--- src/rtl/fifo_mem_pkg.sv ---
// Shared types and sizing helpers for the fifo_mem_gen2 family.
package fifo_mem_pkg;

  typedef enum logic {
    RD_STD  = 1'b0,
    RD_FWFT = 1'b1
  } fifo_rd_mode_e;

  // Occupancy/pointer width: index bits plus one wrap bit.
  function automatic int cnt_w_f(input int depth);
    return $clog2(depth) + 1;
  endfunction

endpackage

--- src/rtl/fifo_ptr_ctrl.sv ---
// Wrap-bit FIFO pointer: the index rolls over at DEPTH and carries into the wrap bit.
module fifo_ptr_ctrl #(
  parameter int PTR_W = 4
) (
  input  logic             clk_in,
  input  logic             areset_b,
  input  logic             en,
  output logic [PTR_W-1:0] ptr
);

  // DEPTH is a power of two, so a plain binary increment wraps the index and toggles the MSB.
  always_ff @(posedge clk_in) begin
    if (!areset_b) begin
      ptr <= '0;
    end else if (en) begin
      ptr <= ptr + PTR_W'(1);
    end
  end

endmodule

--- src/rtl/fifo_mem_gen2.sv ---
// Synchronous FIFO with selectable registered or first-word-fall-through read,
// occupancy/almost flags and sticky overflow/underflow indicators.
module fifo_mem_gen2
  import fifo_mem_pkg::*;
#(
  parameter int            DATA_WIDTH = 32,
  parameter int            DEPTH      = 8,
  parameter fifo_rd_mode_e READ_MODE  = RD_STD,
  parameter int            AF_LEVEL   = DEPTH - 2,
  parameter int            AE_LEVEL   = 2,
  localparam int           CNT_W      = cnt_w_f(DEPTH)
) (
  input  logic                  clk_in,
  input  logic                  areset_b,
  input  logic                  wr_valid,
  output logic                  wr_ready,
  input  logic [DATA_WIDTH-1:0] wr_data,
  input  logic                  rd_ready,
  output logic                  rd_valid,
  output logic [DATA_WIDTH-1:0] rd_data,
  output logic [CNT_W-1:0]      count,
  output logic                  full_ind,
  output logic                  empty_ind,
  output logic                  almost_full_ind,
  output logic                  almost_empty_ind,
  output logic                  overflow_ind,
  output logic                  underflow_ind,
  input  logic                  clr_err
);

  localparam int AW = CNT_W - 1;

  if (DEPTH < 2 || (DEPTH & (DEPTH - 1)) != 0) begin : g_bad_depth
    $fatal(1, "fifo_mem_gen2: DEPTH must be a power of two and at least 2");
  end

  logic [CNT_W-1:0]      wr_ptr;
  logic [CNT_W-1:0]      rd_ptr;
  logic                  wr_fire;
  logic                  rd_fire;
  logic [DATA_WIDTH-1:0] head;
  logic [DATA_WIDTH-1:0] mem [DEPTH];

  assign empty_ind        = (wr_ptr == rd_ptr);
  assign full_ind         = (wr_ptr[AW-1:0] == rd_ptr[AW-1:0]) && (wr_ptr[AW] != rd_ptr[AW]);
  assign count            = wr_ptr - rd_ptr;
  assign almost_full_ind  = (int'(count) >= AF_LEVEL);
  assign almost_empty_ind = (int'(count) <= AE_LEVEL);
  assign wr_ready         = ~full_ind;

  // Reset overrides any concurrent transfer; full/empty refusal has no bypass path.
  assign wr_fire = areset_b & wr_valid & ~full_ind;
  assign rd_fire = areset_b & rd_ready & ~empty_ind;
  assign head    = mem[rd_ptr[AW-1:0]];

  fifo_ptr_ctrl #(.PTR_W(CNT_W)) u_wr_ptr (
    .clk_in   (clk_in),
    .areset_b (areset_b),
    .en       (wr_fire),
    .ptr      (wr_ptr)
  );

  fifo_ptr_ctrl #(.PTR_W(CNT_W)) u_rd_ptr (
    .clk_in   (clk_in),
    .areset_b (areset_b),
    .en       (rd_fire),
    .ptr      (rd_ptr)
  );

  always_ff @(posedge clk_in) begin
    if (wr_fire) begin
      mem[wr_ptr[AW-1:0]] <= wr_data;
    end
  end

  // Sticky error flags: a new error in the same cycle as clr_err keeps the flag set.
  always_ff @(posedge clk_in) begin
    if (!areset_b) begin
      overflow_ind  <= 1'b0;
      underflow_ind <= 1'b0;
    end else begin
      if (wr_valid && full_ind) begin
        overflow_ind <= 1'b1;
      end else if (clr_err) begin
        overflow_ind <= 1'b0;
      end
      if (rd_ready && empty_ind) begin
        underflow_ind <= 1'b1;
      end else if (clr_err) begin
        underflow_ind <= 1'b0;
      end
    end
  end

  if (READ_MODE == RD_FWFT) begin : g_fwft
    assign rd_valid = ~empty_ind;
    assign rd_data  = empty_ind ? '0 : head;
  end else begin : g_std
    logic [DATA_WIDTH-1:0] rd_data_p1;
    logic                  vld_p1;

    // Stage p1: registered read, data held between pops.
    always_ff @(posedge clk_in) begin
      if (!areset_b) begin
        rd_data_p1 <= '0;
        vld_p1     <= 1'b0;
      end else begin
        vld_p1 <= rd_fire;
        if (rd_fire) begin
          rd_data_p1 <= head;
        end
      end
    end

    assign rd_valid = vld_p1;
    assign rd_data  = rd_data_p1;
  end

endmodule
--- config.mk ---
export PLATFORM = sky130hd
export DESIGN_NAME = fifo_mem_gen2
export DESIGN_NICKNAME = d
export VERILOG_FILES = /design/src/rtl/fifo_mem_pkg.sv /design/src/rtl/fifo_ptr_ctrl.sv /design/src/rtl/fifo_mem_gen2.sv
export SDC_FILE = /design/constraint.sdc
export NUM_CORES = 1
export LEC_CHECK = 0
export CAP_MARGIN = 20
export CORE_UTILIZATION = 45
export DETAILED_ROUTE_END_ITERATION = 12
export HOLD_SLACK_MARGIN = 0.02
export PLACE_DENSITY = 0.73
export SLEW_MARGIN = 10
export SYNTH_ARGS = -nofsm -noshare
export SYNTH_HDL_FRONTEND = slang
export SYNTH_SLANG_ARGS = --single-unit
--- constraint.sdc ---
create_clock -name clk_in -period 4.74 [get_ports clk_in]
set_clock_uncertainty 0.1 [all_clocks]
set_input_delay 0.948 -clock clk_in [delete_from_list [all_inputs] [get_ports clk_in]]
set_output_delay 0.948 -clock clk_in [all_outputs]
set_load 0.05 [all_outputs]
### Word-level counts from Yosys, hierarchy flattened

Memories as Yosys holds them, arrays and structs flattened. A register that Yosys moved wholly into a read port is not among the register bits.
Cells that the tools add are included.

* bits in latches: 0
* input port bits: 37
* memories kept: 1
* RAM bits: 256
* word-level logic and storage cells: 31
* output and inout port bits: 44
* flip-flop bits (word level): 11
* bits in read-only memories: 0

* eq/ne operators: 3
* bitwise gates (word level): 6
* shift operators: 0
* multiply operators: 0
* magnitude comparators: 2
* mux-type cells: 5
* divide/modulo/power cells: 0
* add/sub/neg operators: 3
* reductions and logical operators: 6

Memories
* mem: words 8, bits a word 32, rd ports 1, clocked after memory_dff 1, wr ports 1, line fifo_mem_gen2.sv:42 `logic [DATA_WIDTH-1:0] mem [DEPTH];`

Operators with widths (number)
* $add 4x1->4 const B: 2
* $mux 1: 5
* $and 1x1->1: 4
* $eq 4x4->1: 1
* $ge 4x3->1 const B: 1
* $le 4x2->1 const B: 1
* $reduce_bool 2->1: 2
* $sub 4x4->4: 1
* $eq 3x3->1: 1
* $logic_and 1x1->1: 3
* $not 1->1: 2
* $logic_not 1->1: 1
* $ne 1x1->1: 1

### Logic depth before layout (Yosys ltp)

* word-level depth: 6
* depth in mapped cells: 10
* mapped depth without buffers: 7

### Hierarchy

A second synthesis with hierarchy kept.

* cell total of the unflattened synthesis: 562
* area, all modules: 11347.1 um2

Modules (own cells, without submodules)
* fifo_mem_gen2: area each 10994.3 um2, seq. area each 8388.0 um2, instances 1, cells each 530
* fifo_ptr_ctrl: area each 176.4 um2, seq. area each 80.1 um2, instances 2, cells each 16

### Least setup slack after synthesis

Ideal clock, no wire load.

* kind: register to register
* start: register u_rd_ptr.ptr[1]
* end: memory mem[2][0] (enable)
* clock period less this slack: 4.634 ns
* required time: 4.179 ns
* arrival: 4.073 ns
* setup time: 0.461 ns
* cell stages (with the launch flop): 9
* buffers on the path: 2
* path slack: 0.106 ns
* cell sequence: dfxtp_1 buf_2 clkbuf_1 inv_1 ha_1 and3_1 a21boi_2 nand2_1 nor3_1

* longest elaborated chain between the ends: 6

RTL lines
* from (decl): line fifo_ptr_ctrl.sv:8 `output logic [PTR_W-1:0] ptr`
* from (signal assigned): line fifo_ptr_ctrl.sv:16 `ptr <= ptr + PTR_W'(1);`
* $eq 3x3->1: line fifo_mem_gen2.sv:45 `assign full_ind = (wr_ptr[AW-1:0] == rd_ptr[AW-1:0]) && (wr_ptr[AW] != rd_ptr[AW]);`
* $logic_and 1x1->1: line fifo_mem_gen2.sv:45
* $not 1->1: line fifo_mem_gen2.sv:52 `assign wr_fire = areset_b & wr_valid & ~full_ind;`
* $and 1x1->1: line fifo_mem_gen2.sv:52
* $mux 1: line fifo_mem_gen2.sv:71 `if (wr_fire) begin`
* $mux 1 (implied by the code): line fifo_mem_gen2.sv:72 `mem[wr_ptr[AW-1:0]] <= wr_data;`
* to (decl): line fifo_mem_gen2.sv:42

No other way between the ends.

### Worst setup path after layout

* start: register u_wr_ptr.ptr[0]
* end: output port almost_full_ind

* longest elaborated chain between the ends: 2

RTL lines
* from (decl): line fifo_ptr_ctrl.sv:8
* from (signal assigned): line fifo_ptr_ctrl.sv:16
* $sub 4x4->4: line fifo_mem_gen2.sv:46 `assign count = wr_ptr - rd_ptr;`
* $ge 4x3->1: line fifo_mem_gen2.sv:47 `assign almost_full_ind = (int'(count) >= AF_LEVEL);`
* to (decl): line fifo_mem_gen2.sv:24 `output logic almost_full_ind,`

No other way between the ends.

==> summary.md <==
| Metric | Value |
|---|---|
| Start point of the worst hold path | `rd_data[12]$_SDFFE_PN0P_` |
| Highest ir drop seen on vdd | `0.3126 mV` |
| Clock network fraction of total power | `0.345` |
| Number of antenna violations at the first check in global routing | `1` |
| Worst R2R Start | `u_rd_ptr.ptr[2]$_SDFFE_PN0P_` |
| Global-route usage over all layers | `0.1740` |
| Cell accounting for the most synthesized area | `edfxtp_1` |
| Final count of negative-setup-slack endpoints | `0` |
| Max Clk Rate | `242.5 MHz` |
| Class of the most critical setup path | `reg -> out` |
| Most common cell after layout, fill and taps aside | `edfxtp_1` |
| YS warnings | `0` |
| Remaining design rule violation count | `0` |
| Total Wirelength | `22100 um` |
| Syn Nets | `680` |
| # Max-Cap Violations | `0` |
| RSZ-0062 raised after global routing | `false` |
| Initial cell density of the core | `0.4622` |
| Yosys reg bits | `299` |
| Worst endpoint required time | `3.69 ns` |
| Fill cells | `1807` |
| Biggest area contributors in the synthesized netlist | `edfxtp_1 68%, dfxtp_1 7.6%, mux4_2 6.6%, mux2i_1 5.8%, a21oi_1 3.0%` |
| Starting DRT DRC Count | `487` |
| Vias in the first global route | `6153` |
| Post-synth design cell area | `11310 um^2` |
| Number of standard-cell rows in the floorplan | `57` |
| Post-Route Setup TNS | `0 ns` |
| Worst-case headroom to the max-slew limit | `0.3093` |
| Cells after Synth | `637` |
| Crit path time final | `4.123 ns` |
| Crit-path cells | `inv_1 > ha_1 > fa_1 > xnor2_1 > nand2_1 > o21ai_0 > clkdlybuf4s50_1` |
| Crit path max fanout | `8` |
| Die ar. | `25760 um^2` |
| Critical path launch point type | `flop` |
| Area added between synthesis and finish | `18.75%` |
| Number of vias after detailed routing | `5983` |
| Cts repair resizes | `0` |
| Net Switching | `0.001716 W` |
| Per-cell routed wire length | `20.63 um` |
| Global-route wire length before repair | `34330 um` |
| TritonCTS clock tree | `yes` |
| Share of synthesized cell area in and, or, nand and nor gates | `0.01815` |
| Xor/xnor cell area share of the yosys netlist | `0.006087` |
| Final hold viol count | `0` |
| DP Wirelength | `12200 um` |
| Crit share post-route | `0.8699` |
| Global route total overflow | `0` |
| Adder-cell share of the synthesized area | `0.007304` |
| Clk Tree Root Cell | `clkbuf_16` |
| Standard cell core area | `24460 um^2` |
| Number of buffers created by CTS | `28` |
| Transition time at the pin with the least slew margin | `1.036 ns` |
| Number of optimization iterations in the first detailed-route pass | `5` |
| Arrival time of the worst setup path | `3.08 ns` |
| Max-slew violation count | `0` |
| Proportion of power drawn by combinational gates | `0.183` |
| Complex-gate fraction of the synthesized area | `0.06839` |
| Status | `complete, no violations` |
| Number of library cell types mapped by synthesis | `32` |
| Lkg Pwr | `4.197 nW` |
| Clock latency on the worst-skew pair | `0.53 ns` |
| Share of final-layout standard cells stronger than drive strength 1 | `0.1448` |
| Combinational family with the most area after synthesis | `multiplexers` |
| CTS Sinks | `299` |
| Bufs on Longest Clock Path | `3` |
| Part of the power in registers | `0.472` |
| Post-synthesis sequential area ratio | `0.7561` |
| Buffers inserted during post-CTS setup optimization | `0` |
| Crit. Startpoint | `u_wr_ptr.ptr[0]$_SDFFE_PN0P_` |
| Final weighted congestion in routability-driven placement | `0.7860` |
| Layout net count | `767` |
| Die outline width | `160.5 um` |
| Highest-count cells in the layout ignoring fill and taps | `256 x edfxtp_1, 79 x clkdlybuf4s50_1, 68 x a21oi_1, 65 x mux2i_1, 40 x dfxtp_1` |
| Kind of cell adding the most delay to the critical path | `buffers and inverters` |
| PwrDens | `474.3 nW/um^2` |
| Max H-tree Level | `1` |
| Top-area cell type share of the netlist area | `0.6799` |
| Via density per instance | `5.586` |
| Crit path largest cell delay | `0.82 ns` |
| Sum of internal, switching and leakage power | `0.006368 W` |
| Port bufs | `80` |
| Vertical die dimension | `160.5 um` |
| Io pins | `81` |
| Average cell area after synthesis | `17.75 um^2` |
| Worst-path cell with the longest stage delay | `clkdlybuf4s50_1` |
| Antenna-violating nets left | `0` |
| Cts-stage hold buffer count | `0` |
| Switching power as a share of total power | `0.2694` |
| Pin count of the biggest net entering global routing | `64` |
| Buffers plus inverters on the worst setup path | `2` |
| Portion of netlist area occupied by mux cells | `0.1233` |
| Setup crit end kind | `output port` |
| Class of the tightest hold or removal check | `reg -> reg` |
| P_int | `0.004652 W` |
| Clock-pin transition on the worst setup and hold timing paths | `0.06 ns` |
[cell families (layout without fill, tap and decap cells)]
group | after synthesis | in the layout
flip-flops | 299 | 299
other | 0 | 1
AO/OA/AOI/OAI | 141 | 141
XOR/XNOR | 7 | 7
multiplexers | 98 | 98
AND/OR/NAND/NOR | 40 | 40
buffers and inverters | 46 | 155
adder cells (fa/ha/maj) | 6 | 6
[per-layer routing]
layer / vias up / global-route usage / wire length (um)
met4: 0 / 0.04805 / 310
met3: 27 / 0.03048 / 1561
met1: 3036 / 0.2338 / 9431
li1: 2693 / - / -
met2: 227 / 0.2928 / 10790
met5: - / 0 / 0
[flip-flops by register name, summed over array words and instances (netlist names)]
register / flops
rd_valid: 1
underflow_ind: 1
rd_data: 32
overflow_ind: 1
mem: 256
u_rd_ptr.ptr: 4
u_wr_ptr.ptr: 4
[power by group through the flow]
stage	clock, W	sequential (W)	combinational (W)
2_1_floorplan	0	0.00328	0.000575
3_3_place_gp	0	0.00306	0.00115
3_5_place_dp	0	0.00306	0.00117
4_1_cts	0.00223	0.00301	0.00118
5_1_grt	0.00233	0.00302	0.00124
6_report	0.00220	0.00301	0.00117
[synthesized netlist by cell type (all sizes together)]
| library cell | number |
|---|---|
| nor2b | 6 |
| clkbuf | 14 |
| mux2i | 65 |
| fa | 1 |
| and3 | 2 |
| dfxtp | 43 |
| nor2 | 6 |
| nor3 | 5 |
| or2 | 2 |
| o211ai | 1 |
| nand2b | 2 |
| o21a | 3 |
| mux4 | 33 |
| xnor2 | 5 |
| inv | 8 |
| a21oi | 68 |
| o21ai | 35 |
| nand4 | 1 |
| buf | 24 |
| edfxtp | 256 |
| nand3 | 3 |
| and2 | 5 |
| ha | 5 |
| xor2 | 2 |
| o22ai | 31 |
| nand2 | 8 |
| a21boi | 3 |
[tightest hold or removal path, stage by stage, from the launching register on]
cell and delay (ns):
dfxtp_1 0.31, o21ai_0 0.14, a21oi_1 0.05
[final timing paths]
check	endpoint	slack, ns	depth (start not counted)
hold reg to reg	rd_data[12]$_SDFFE_PN0P_	0.45	2
setup reg to reg	mem[3][13]$_DFFE_PP_	1.29	7
setup / recovery	almost_full_ind	0.62	7
hold / removal	rd_data[12]$_SDFFE_PN0P_	0.45	2
[cell type report]
class | count | area [um^2] | area share
inverter | 8 | 30.03 | 0.002237
antenna | 1 | 2.502 | 0.0001864
multi-input combinational | 292 | 2581 | 0.1923
tap | 324 | 405.4 | 0.03020
timing repair buffer | 95 | 933.4 | 0.06952
clock buffer | 41 | 810.8 | 0.06039
sequential | 299 | 8554 | 0.6372
clock inverter | 11 | 107.6 | 0.008015
[stage by stage]
stage	utilization	hold WS [ns]	worst slack, ns	instance area (um^2)	instances
floorplan	-	0.4219	0.1062	11310	637
global placement	0.5095	0.4342	1.215	12460	1016
detailed placement	0.5095	0.4306	1.164	12460	1016
CTS	0.5471	0.4485	0.5987	13380	1068
global route	0.5488	0.4729	0.4199	13430	1071
finish	0.5488	0.4475	0.6166	13430	1071
Power figures use the tool's default switching activity.
